`config.mk`:
```
export PLATFORM = sky130hd
export DESIGN_NAME = text_cursor_ctrl_flat
export DESIGN_NICKNAME = d
export VERILOG_FILES = /design/src/rtl/text_cursor_ctrl_pkg.sv /design/src/rtl/text_cursor_ctrl_if.sv /design/src/rtl/text_clear_seq.sv /design/src/rtl/text_cursor_ctrl.sv /design/src/flat_wrapper.sv
export SDC_FILE = /design/constraint.sdc
export NUM_CORES = 1
export LEC_CHECK = 0
export BUFFER_PORTS_ARGS = -buffer_cell sky130_fd_sc_hd__buf_2
export CAP_MARGIN = 10
export CELL_PAD_IN_SITES_DETAIL_PLACEMENT = 1
export CELL_PAD_IN_SITES_GLOBAL_PLACEMENT = 1
export CORE_UTILIZATION = 48
export DETAILED_ROUTE_END_ITERATION = 16
export PLACE_DENSITY_LB_ADDON = 0.1
export SLEW_MARGIN = 20
export SYNTH_ARGS = -nofsm -noshare
export SYNTH_HDL_FRONTEND = slang
export SYNTH_SLANG_ARGS = --single-unit
```
`constraint.sdc`:
```
create_clock -name clk -period 3.85 [get_ports clk]
set_input_delay 0.385 -clock clk [delete_from_list [all_inputs] [get_ports clk]]
set_output_delay 0.385 -clock clk [all_outputs]
set_load 0.01 [all_outputs]
```
`src/rtl/text_cursor_ctrl_pkg.sv`:
```
// Shared constants and state encoding for the text cursor controller.
// Optional blink output is enabled with CURSOR_BLINK_EN.
package text_pkg;

  localparam logic [7:0] CC_BS = 8'h08;
  localparam logic [7:0] CC_LF = 8'h0A;
  localparam logic [7:0] CC_FF = 8'h0C;
  localparam logic [7:0] CC_CR = 8'h0D;
  localparam logic [7:0] PR_LO = 8'h20;
  localparam logic [7:0] PR_HI = 8'h7E;

  typedef enum logic [1:0] {
    IDLE,
    EXEC,
    CLR_ROW,
    CLR_ALL
  } state_e;

endpackage

```
`src/rtl/text_cursor_ctrl_if.sv`:
```
// UART byte input and character-RAM write port of the cursor controller.
// cursor_on exists only when CURSOR_BLINK_EN is defined.
interface text_cursor_if #(
  parameter int ROW_W = 2,
  parameter int COL_W = 5
);
  logic [7:0]       rx_data;
  logic             rx_valid;
  logic             wr_en;
  logic [ROW_W-1:0] wr_row;
  logic [COL_W-1:0] wr_col;
  logic [7:0]       wr_data;
  logic [ROW_W-1:0] cur_row;
  logic [COL_W-1:0] cur_col;
  logic             busy;
  logic             overflow;
`ifdef CURSOR_BLINK_EN
  logic             cursor_on;
`endif

  modport master (
    output rx_data, rx_valid,
    input  wr_en, wr_row, wr_col, wr_data,
    input  cur_row, cur_col, busy, overflow
`ifdef CURSOR_BLINK_EN
    , input cursor_on
`endif
  );

  modport slave (
    input  rx_data, rx_valid,
    output wr_en, wr_row, wr_col, wr_data,
    output cur_row, cur_col, busy, overflow
`ifdef CURSOR_BLINK_EN
    , output cursor_on
`endif
  );

endinterface

```
`src/rtl/text_clear_seq.sv`:
```
// Address counter shared by row clear and full-screen clear.
// Counts from 0 after start; done on the last cell of the selected span.
module text_clear_seq #(
  parameter int COL_W = 5,
  parameter int ROW_W = 2
) (
  input  logic                   clk,
  input  logic                   rst_n,
  input  logic                   start_i,
  input  logic                   all_i,
  output logic [ROW_W+COL_W-1:0] addr_o,
  output logic                   done_o
);

  localparam int AW = ROW_W + COL_W;

  logic [AW-1:0] cnt_q, cnt_d;
  logic          act_q, act_d;
  logic          all_q, all_d;

  assign addr_o = cnt_q;
  assign done_o = act_q &
                  (all_q ? (&cnt_q) : (&cnt_q[COL_W-1:0]));

  always_comb begin
    cnt_d = cnt_q;
    act_d = act_q;
    all_d = all_q;
    if (start_i) begin
      cnt_d = '0;
      act_d = 1'b1;
      all_d = all_i;
    end else if (done_o) begin
      act_d = 1'b0;
    end else if (act_q) begin
      cnt_d = cnt_q + 1'b1;
    end
  end

  always_ff @(posedge clk or negedge rst_n) begin
    if (!rst_n) begin
      cnt_q <= '0;
      act_q <= 1'b0;
      all_q <= 1'b0;
    end else begin
      cnt_q <= cnt_d;
      act_q <= act_d;
      all_q <= all_d;
    end
  end

endmodule

```
`src/rtl/text_cursor_ctrl.sv`:
```
// Write-side sequencer for the VGA text RAM, fed by UART byte strobes.
// Define CURSOR_BLINK_EN to add the blinking cursor_on output.
module text_cursor_ctrl
  import text_pkg::*;
#(
  parameter int         COLS      = 32,
  parameter int         ROWS      = 4,
  parameter int         COL_W     = 5,
  parameter int         ROW_W     = 2,
  parameter logic [7:0] FILL_CHAR = 8'h20
`ifdef CURSOR_BLINK_EN
  , parameter int       BLINK_DIV = 25000000
`endif
) (
  input  logic          clk,
  input  logic          reset,
  text_cursor_if.slave  bus
);

  localparam int AW = ROW_W + COL_W;

  state_e           state_q, state_d, tgt_q, tgt_d;
  logic             full_q, full_d;
  logic [7:0]       hold_q, hold_d;
  logic             wr_en_q, wr_en_d;
  logic [ROW_W-1:0] wr_row_q, wr_row_d;
  logic [COL_W-1:0] wr_col_q, wr_col_d;
  logic [7:0]       wr_data_q, wr_data_d;
  logic [ROW_W-1:0] row_q, row_d;
  logic [COL_W-1:0] col_q, col_d;
  logic             ovf_q, ovf_d;
  logic             clr_start, clr_all, clr_done;
  logic [AW-1:0]    clr_addr, clr_nxt;
  logic             leave, is_pr, is_nl, is_bs, is_ff;
  logic [ROW_W-1:0] row_inc;

  text_clear_seq #(.COL_W(COL_W), .ROW_W(ROW_W)) u_clr (
    .clk     (clk),
    .rst_n   (reset),
    .start_i (clr_start),
    .all_i   (clr_all),
    .addr_o  (clr_addr),
    .done_o  (clr_done)
  );

  assign clr_nxt = clr_addr + 1'b1;
  assign leave   = (state_q == IDLE) && full_q;
  assign is_pr   = (hold_q >= PR_LO) && (hold_q <= PR_HI);
  assign is_nl   = (hold_q == CC_LF) || (hold_q == CC_CR);
  assign is_bs   = (hold_q == CC_BS);
  assign is_ff   = (hold_q == CC_FF);
  assign row_inc = (row_q == ROW_W'(ROWS - 1)) ? '0 : row_q + 1'b1;

  always_comb begin
    state_d   = state_q;
    tgt_d     = tgt_q;
    full_d    = full_q;
    hold_d    = hold_q;
    wr_en_d   = 1'b0;
    wr_row_d  = wr_row_q;
    wr_col_d  = wr_col_q;
    wr_data_d = wr_data_q;
    row_d     = row_q;
    col_d     = col_q;
    ovf_d     = 1'b0;
    clr_start = 1'b0;
    clr_all   = 1'b0;

    // The slot frees up on the cycle it is consumed, so a back-to-back byte fits.
    if (leave) full_d = 1'b0;
    if (bus.rx_valid) begin
      if (full_q && !leave) begin
        ovf_d = 1'b1;
      end else begin
        full_d = 1'b1;
        hold_d = bus.rx_data;
      end
    end

    unique case (state_q)
      IDLE: begin
        if (full_q) begin
          // Decode here so the write is registered into the EXEC cycle.
          state_d = EXEC;
          tgt_d   = IDLE;
          unique case (1'b1)
            is_pr: begin
              wr_en_d   = 1'b1;
              wr_row_d  = row_q;
              wr_col_d  = col_q;
              wr_data_d = hold_q;
              if (col_q == COL_W'(COLS - 1)) begin
                col_d = '0;
                row_d = row_inc;
                tgt_d = CLR_ROW;
              end else begin
                col_d = col_q + 1'b1;
              end
            end
            is_nl: begin
              col_d = '0;
              row_d = row_inc;
              tgt_d = CLR_ROW;
            end
            is_bs: begin
              if (col_q != '0) begin
                col_d     = col_q - 1'b1;
                wr_en_d   = 1'b1;
                wr_row_d  = row_q;
                wr_col_d  = col_q - 1'b1;
                wr_data_d = FILL_CHAR;
              end else if (row_q != '0) begin
                row_d     = row_q - 1'b1;
                col_d     = '1;
                wr_en_d   = 1'b1;
                wr_row_d  = row_q - 1'b1;
                wr_col_d  = '1;
                wr_data_d = FILL_CHAR;
              end
            end
            is_ff:   tgt_d = CLR_ALL;
            default: ;
          endcase
        end
      end
      EXEC: begin
        state_d = tgt_q;
        if (tgt_q != IDLE) begin
          clr_start = 1'b1;
          clr_all   = (tgt_q == CLR_ALL);
          wr_en_d   = 1'b1;
          wr_row_d  = (tgt_q == CLR_ALL) ? '0 : row_q;
          wr_col_d  = '0;
          wr_data_d = FILL_CHAR;
        end
      end
      CLR_ROW, CLR_ALL: begin
        if (clr_done) begin
          state_d = IDLE;
          if (state_q == CLR_ALL) begin
            row_d = '0;
            col_d = '0;
          end
        end else begin
          wr_en_d   = 1'b1;
          wr_col_d  = clr_nxt[COL_W-1:0];
          wr_row_d  = (state_q == CLR_ALL) ?
                      clr_nxt[AW-1:COL_W] : row_q;
          wr_data_d = FILL_CHAR;
        end
      end
      default: state_d = IDLE;
    endcase
  end

  always_ff @(posedge clk or negedge reset) begin
    if (!reset) begin
      state_q   <= IDLE;
      tgt_q     <= IDLE;
      full_q    <= 1'b0;
      hold_q    <= '0;
      wr_en_q   <= 1'b0;
      wr_row_q  <= '0;
      wr_col_q  <= '0;
      wr_data_q <= '0;
      row_q     <= '0;
      col_q     <= '0;
      ovf_q     <= 1'b0;
    end else begin
      state_q   <= state_d;
      tgt_q     <= tgt_d;
      full_q    <= full_d;
      hold_q    <= hold_d;
      wr_en_q   <= wr_en_d;
      wr_row_q  <= wr_row_d;
      wr_col_q  <= wr_col_d;
      wr_data_q <= wr_data_d;
      row_q     <= row_d;
      col_q     <= col_d;
      ovf_q     <= ovf_d;
    end
  end

  assign bus.wr_en    = wr_en_q;
  assign bus.wr_row   = wr_row_q;
  assign bus.wr_col   = wr_col_q;
  assign bus.wr_data  = wr_data_q;
  assign bus.cur_row  = row_q;
  assign bus.cur_col  = col_q;
  assign bus.busy     = (state_q == CLR_ROW) ||
                        (state_q == CLR_ALL);
  assign bus.overflow = ovf_q;

`ifdef CURSOR_BLINK_EN
  localparam int BW = $clog2(BLINK_DIV);

  logic [BW-1:0] blk_q, blk_d;
  logic          on_q, on_d;
  logic          exec_wr;

  assign exec_wr = leave && wr_en_d;

  always_comb begin
    blk_d = blk_q + 1'b1;
    on_d  = on_q;
    if (exec_wr) begin
      blk_d = '0;
      on_d  = 1'b1;
    end else if (blk_q == BW'(BLINK_DIV - 1)) begin
      blk_d = '0;
      on_d  = ~on_q;
    end
  end

  always_ff @(posedge clk or negedge reset) begin
    if (!reset) begin
      blk_q <= '0;
      on_q  <= 1'b1;
    end else begin
      blk_q <= blk_d;
      on_q  <= on_d;
    end
  end

  assign bus.cursor_on = on_q;
`endif

endmodule

```
`src/flat_wrapper.sv`:
```
// flat-port wrapper written by rule: the top's interface ports become plain ports
module text_cursor_ctrl_flat import text_pkg::*;
#(
  parameter int         COLS      = 32,
  parameter int         ROWS      = 4,
  parameter int         COL_W     = 5,
  parameter int         ROW_W     = 2,
  parameter logic [7:0] FILL_CHAR = 8'h20

)
  (clk, reset, bus_rx_data, bus_rx_valid, bus_wr_en, bus_wr_row, bus_wr_col, bus_wr_data, bus_cur_row, bus_cur_col, bus_busy, bus_overflow);
  text_cursor_if #(.ROW_W(ROW_W), .COL_W(COL_W)) bus_i ();
  input  logic clk;
  input  logic reset;
  input wire logic [$bits(bus_i.rx_data)-1:0] bus_rx_data;
  input wire logic [$bits(bus_i.rx_valid)-1:0] bus_rx_valid;
  output wire logic [$bits(bus_i.wr_en)-1:0] bus_wr_en;
  output wire logic [$bits(bus_i.wr_row)-1:0] bus_wr_row;
  output wire logic [$bits(bus_i.wr_col)-1:0] bus_wr_col;
  output wire logic [$bits(bus_i.wr_data)-1:0] bus_wr_data;
  output wire logic [$bits(bus_i.cur_row)-1:0] bus_cur_row;
  output wire logic [$bits(bus_i.cur_col)-1:0] bus_cur_col;
  output wire logic [$bits(bus_i.busy)-1:0] bus_busy;
  output wire logic [$bits(bus_i.overflow)-1:0] bus_overflow;
  assign bus_i.rx_data = bus_rx_data;
  assign bus_i.rx_valid = bus_rx_valid;
  assign bus_wr_en = bus_i.wr_en;
  assign bus_wr_row = bus_i.wr_row;
  assign bus_wr_col = bus_i.wr_col;
  assign bus_wr_data = bus_i.wr_data;
  assign bus_cur_row = bus_i.cur_row;
  assign bus_cur_col = bus_i.cur_col;
  assign bus_busy = bus_i.busy;
  assign bus_overflow = bus_i.overflow;
  text_cursor_ctrl #(.COLS(COLS), .ROWS(ROWS), .COL_W(COL_W), .ROW_W(ROW_W), .FILL_CHAR(FILL_CHAR)) u_core (.clk(clk), .reset(reset), .bus(bus_i));
endmodule
```
==> out/results.ini <==
[clock_network]
hold_buffers=0
tritoncts=built
cts_buffers=5
cts_max_path_buffers=2
htree_levels=2
clk_latency_ps=300
cts_resized=0
cts.sinks=46
cts_setup_buffers=0
cts_root_buffer=clkbuf_8
path_clk_slew_ps=90

[place]
dpl_cell_area_sq_mm=0.00302
io_buffers=35
hpwl_um=5290
gp_congestion=0.875
place_inst=377

[power]
p_comb_share_pct=51.9
internal_power_uw=1420
p_leak_uw=0.00145
p_clk_share_pct=11.5
vdd_ir_drop_max_v=0.000359
power.switching_uw=1120
swShare_pct=44.3
power_density_mw_per_mm2=817
seqPwrFrac_pct=36.6
totalPowerFinal_uw=2540

[sta]
tightest_slew_ps=864
finalSetupTns_ps=0
skew_ps=9.39
period_needed_ps=3040
rsz0062_at_grt=no
fmax_mhz=329
fin_crit_sh_pct=78.9
slew_headroom_pct=42.2
finalHoldViolCount=0
report.final.slew_viol_count=0
finalSetupViolCount=0

[grt]
antenna_found_initial=0
grt_pass1_vias=2304
grt_max_degree=47
grt_pass1_wl_um=11700
grt.total_usage_pct=25.2
overflow=0

[setup_path]
cp_cell_sequence=inv_1 > ha_1 > nor4b_2 > nand3_1 > o21ai_0 > a311o_1 > buf_4 > mux2i_1
crit_family=compound AO/OA/AOI/OAI gates
required_ps=4070
arrival_ps=3250
cp_max_fo=10
r2r_start=u_core.bus.cur_col[0]$_DFFE_PN0P_
ff2ff_path_depth=8
startpoint=u_core.bus.cur_col[0]$_DFFE_PN0P_
critPathBufInv=2
worstSetupStartpointType=register
endpoint_kind=register
cpPeakStageDelay_ps=580
critical_path_class=register to register
crit_cells=8
cp_slowest_cell=a311o_1

[routing]
route.detailed.drc=0
drtIter0Drc=78
drt-pass1-iter-count=4
vias=2246
wl_per_cell_um=18.4
detail_route.wirelength_um=7100
ant_nets=0
vias_per_cell=5.83

[floorplan]
die-area_sq_mm=0.00612
coreArea_sq_mm=0.00554
boundaryPins=36
die_x_um=78.2
rows=27
die_h_um=78.2
start_util_pct=50.3

[synthesis]
ys_async_sr_fraction_pct=100
synth_nets=302
synth_warnings=0
synth-compound-area-share_pct=15.4
ys_top_cells_by_area=dfrtp_1, mux2_2, ha_1
synth_ff_type=dfrtp_1
synthAdderAreaFrac_pct=5.38
yosysTopAreaCell=dfrtp_1
synthMuxAreaShare_pct=12.3
yosysTopAreaCellShare_pct=41.3
avgSynthCellArea_sq_um=10.0
ys_ff_latch=46
synth_top_family_by_area=simple AND/OR/NAND/NOR gates
syn_area_sq_mm=0.00279
ys_seq_area_share_pct=41.3
netlist_instances=279
synth_cell_types=56
synth_xor_xnor_area_share_pct=3.14
synth_simple_gate_area_share_pct=17.9
synth-edff-count=0

[status]
outcome=finished, final reports clean

[cells_and_area]
stdcell_area_sq_mm=0.00311
fin_nets=335
post_layout_nonfiller_instances=385
fillers=665
diodes=0
layout_common_cells=dfrtp_1, buf_2, nand2_1
final_common_cell=dfrtp_1
area_growth_pct=11.4
drive_gt1_share_pct=23.6

[run]
maxCapViolations=0

[min_path]
hp-class=input pin to async pin

## final timing paths
| kind | slack (ps) | end |
|---|---|---|
| worst max-delay path | 810 | u_core.bus.wr_data[2]$_DFFE_PN0P_ |
| worst min-delay path | 80 | u_core.bus.wr_col[0]$_DFFE_PN0P_ |
| worst max register to register | 810 | u_core.bus.wr_data[2]$_DFFE_PN0P_ |
| worst min register to register | 510 | u_core.bus.wr_row[1]$_DFFE_PN0P_ |
| max in group asynchronous | 3360 | u_core.bus.wr_data[4]$_DFFE_PN0P_ |
| min in group clk | 290 | u_core.full_q$_DFF_PN0_ |
## cell usage after synthesis, types with 2 or more instances
library cell  number
a211oi_1           2
a21oi_1           12
a22o_1             4
a32o_1             2
a32oi_1            3
and2_1             2
and3_1             2
clkbuf_1           8
dfrtp_1           46
ha_1              12
inv_1             21
mux2_2            14
mux2_4             3
mux2i_1           14
nand2_1           23
nand2b_1           4
nand3_1            8
nand3b_1           2
nand4_1            4
nor2_1            17
nor3_1             6
nor3b_1            2
o211ai_1           4
o21a_1             4
o21ai_0           15
o22ai_1            2
o31ai_1            2
or2_2              2
or3_1              3
or4b_4             2
xnor2_1            8
xor2_1             2
## metrics by stage
step	hold WS, ps	utilization, %	setup WS, ps
2_1_floorplan	89.4	-	1270
3_3_place_gp	485	54.5	1030
3_5_place_dp	491	54.5	854
4_1_cts	288	56.1	812
5_1_grt	122	56.1	489
6_report	78.7	56.1	811
## power by group through the flow
stage | sequential [uW] | combinational, uW | clock, uW
global route | 961 | 1460 | 319
finish | 929 | 1320 | 293
detailed placement | 936 | 1320 | 0
floorplan | 911 | 946 | 0
global placement | 919 | 1270 | 0
CTS | 926 | 1320 | 302
## layer usage
layer / track usage, % / vias to the layer above / share of wire [%]
li1: - / 1067 / -
met1: 34.6 / 1126 / 48
met2: 40.7 / 47 / 48
met3: 4.53 / 6 / 3.3
met4: 7.22 / 0 / 1.1
met5: 0 / - / 0
## final cells by class
cell class	instances	area, sq um	share of cell area, %
well taps	72	90.1	2.90
multi-input cells	201	1510	48.6
repair buffers	37	193	6.20
inverters	21	78.8	2.54
clock inverters	2	13.8	0.443
clock buffers	6	72.6	2.33
flip-flops and latches	46	1150	37.0
## flip-flops by register name, indices dropped and copies added (netlist names), 2 cells and up
register and count:
u_core.hold_q 8, u_core.bus.wr_data 8, u_core.u_clr.addr_o 7, u_core.bus.cur_row 2, u_core.state_q 2, u_core.bus.wr_col 5, u_core.bus.cur_col 5, u_core.bus.wr_row 2
u_core.tgt_q 2
## cells by family after synthesis
| kind of cell | after synthesis |
|---|---|
| muxes | 31 |
| DFF | 46 |
| AOI/OAI and AO/OA | 61 |
| xor gates and xnor gates | 10 |
| buffers and inverters | 32 |
| adders and majority gates | 12 |
| and+or+nand+nor | 87 |
No activity file was read; power rests on OpenSTA's default activity.
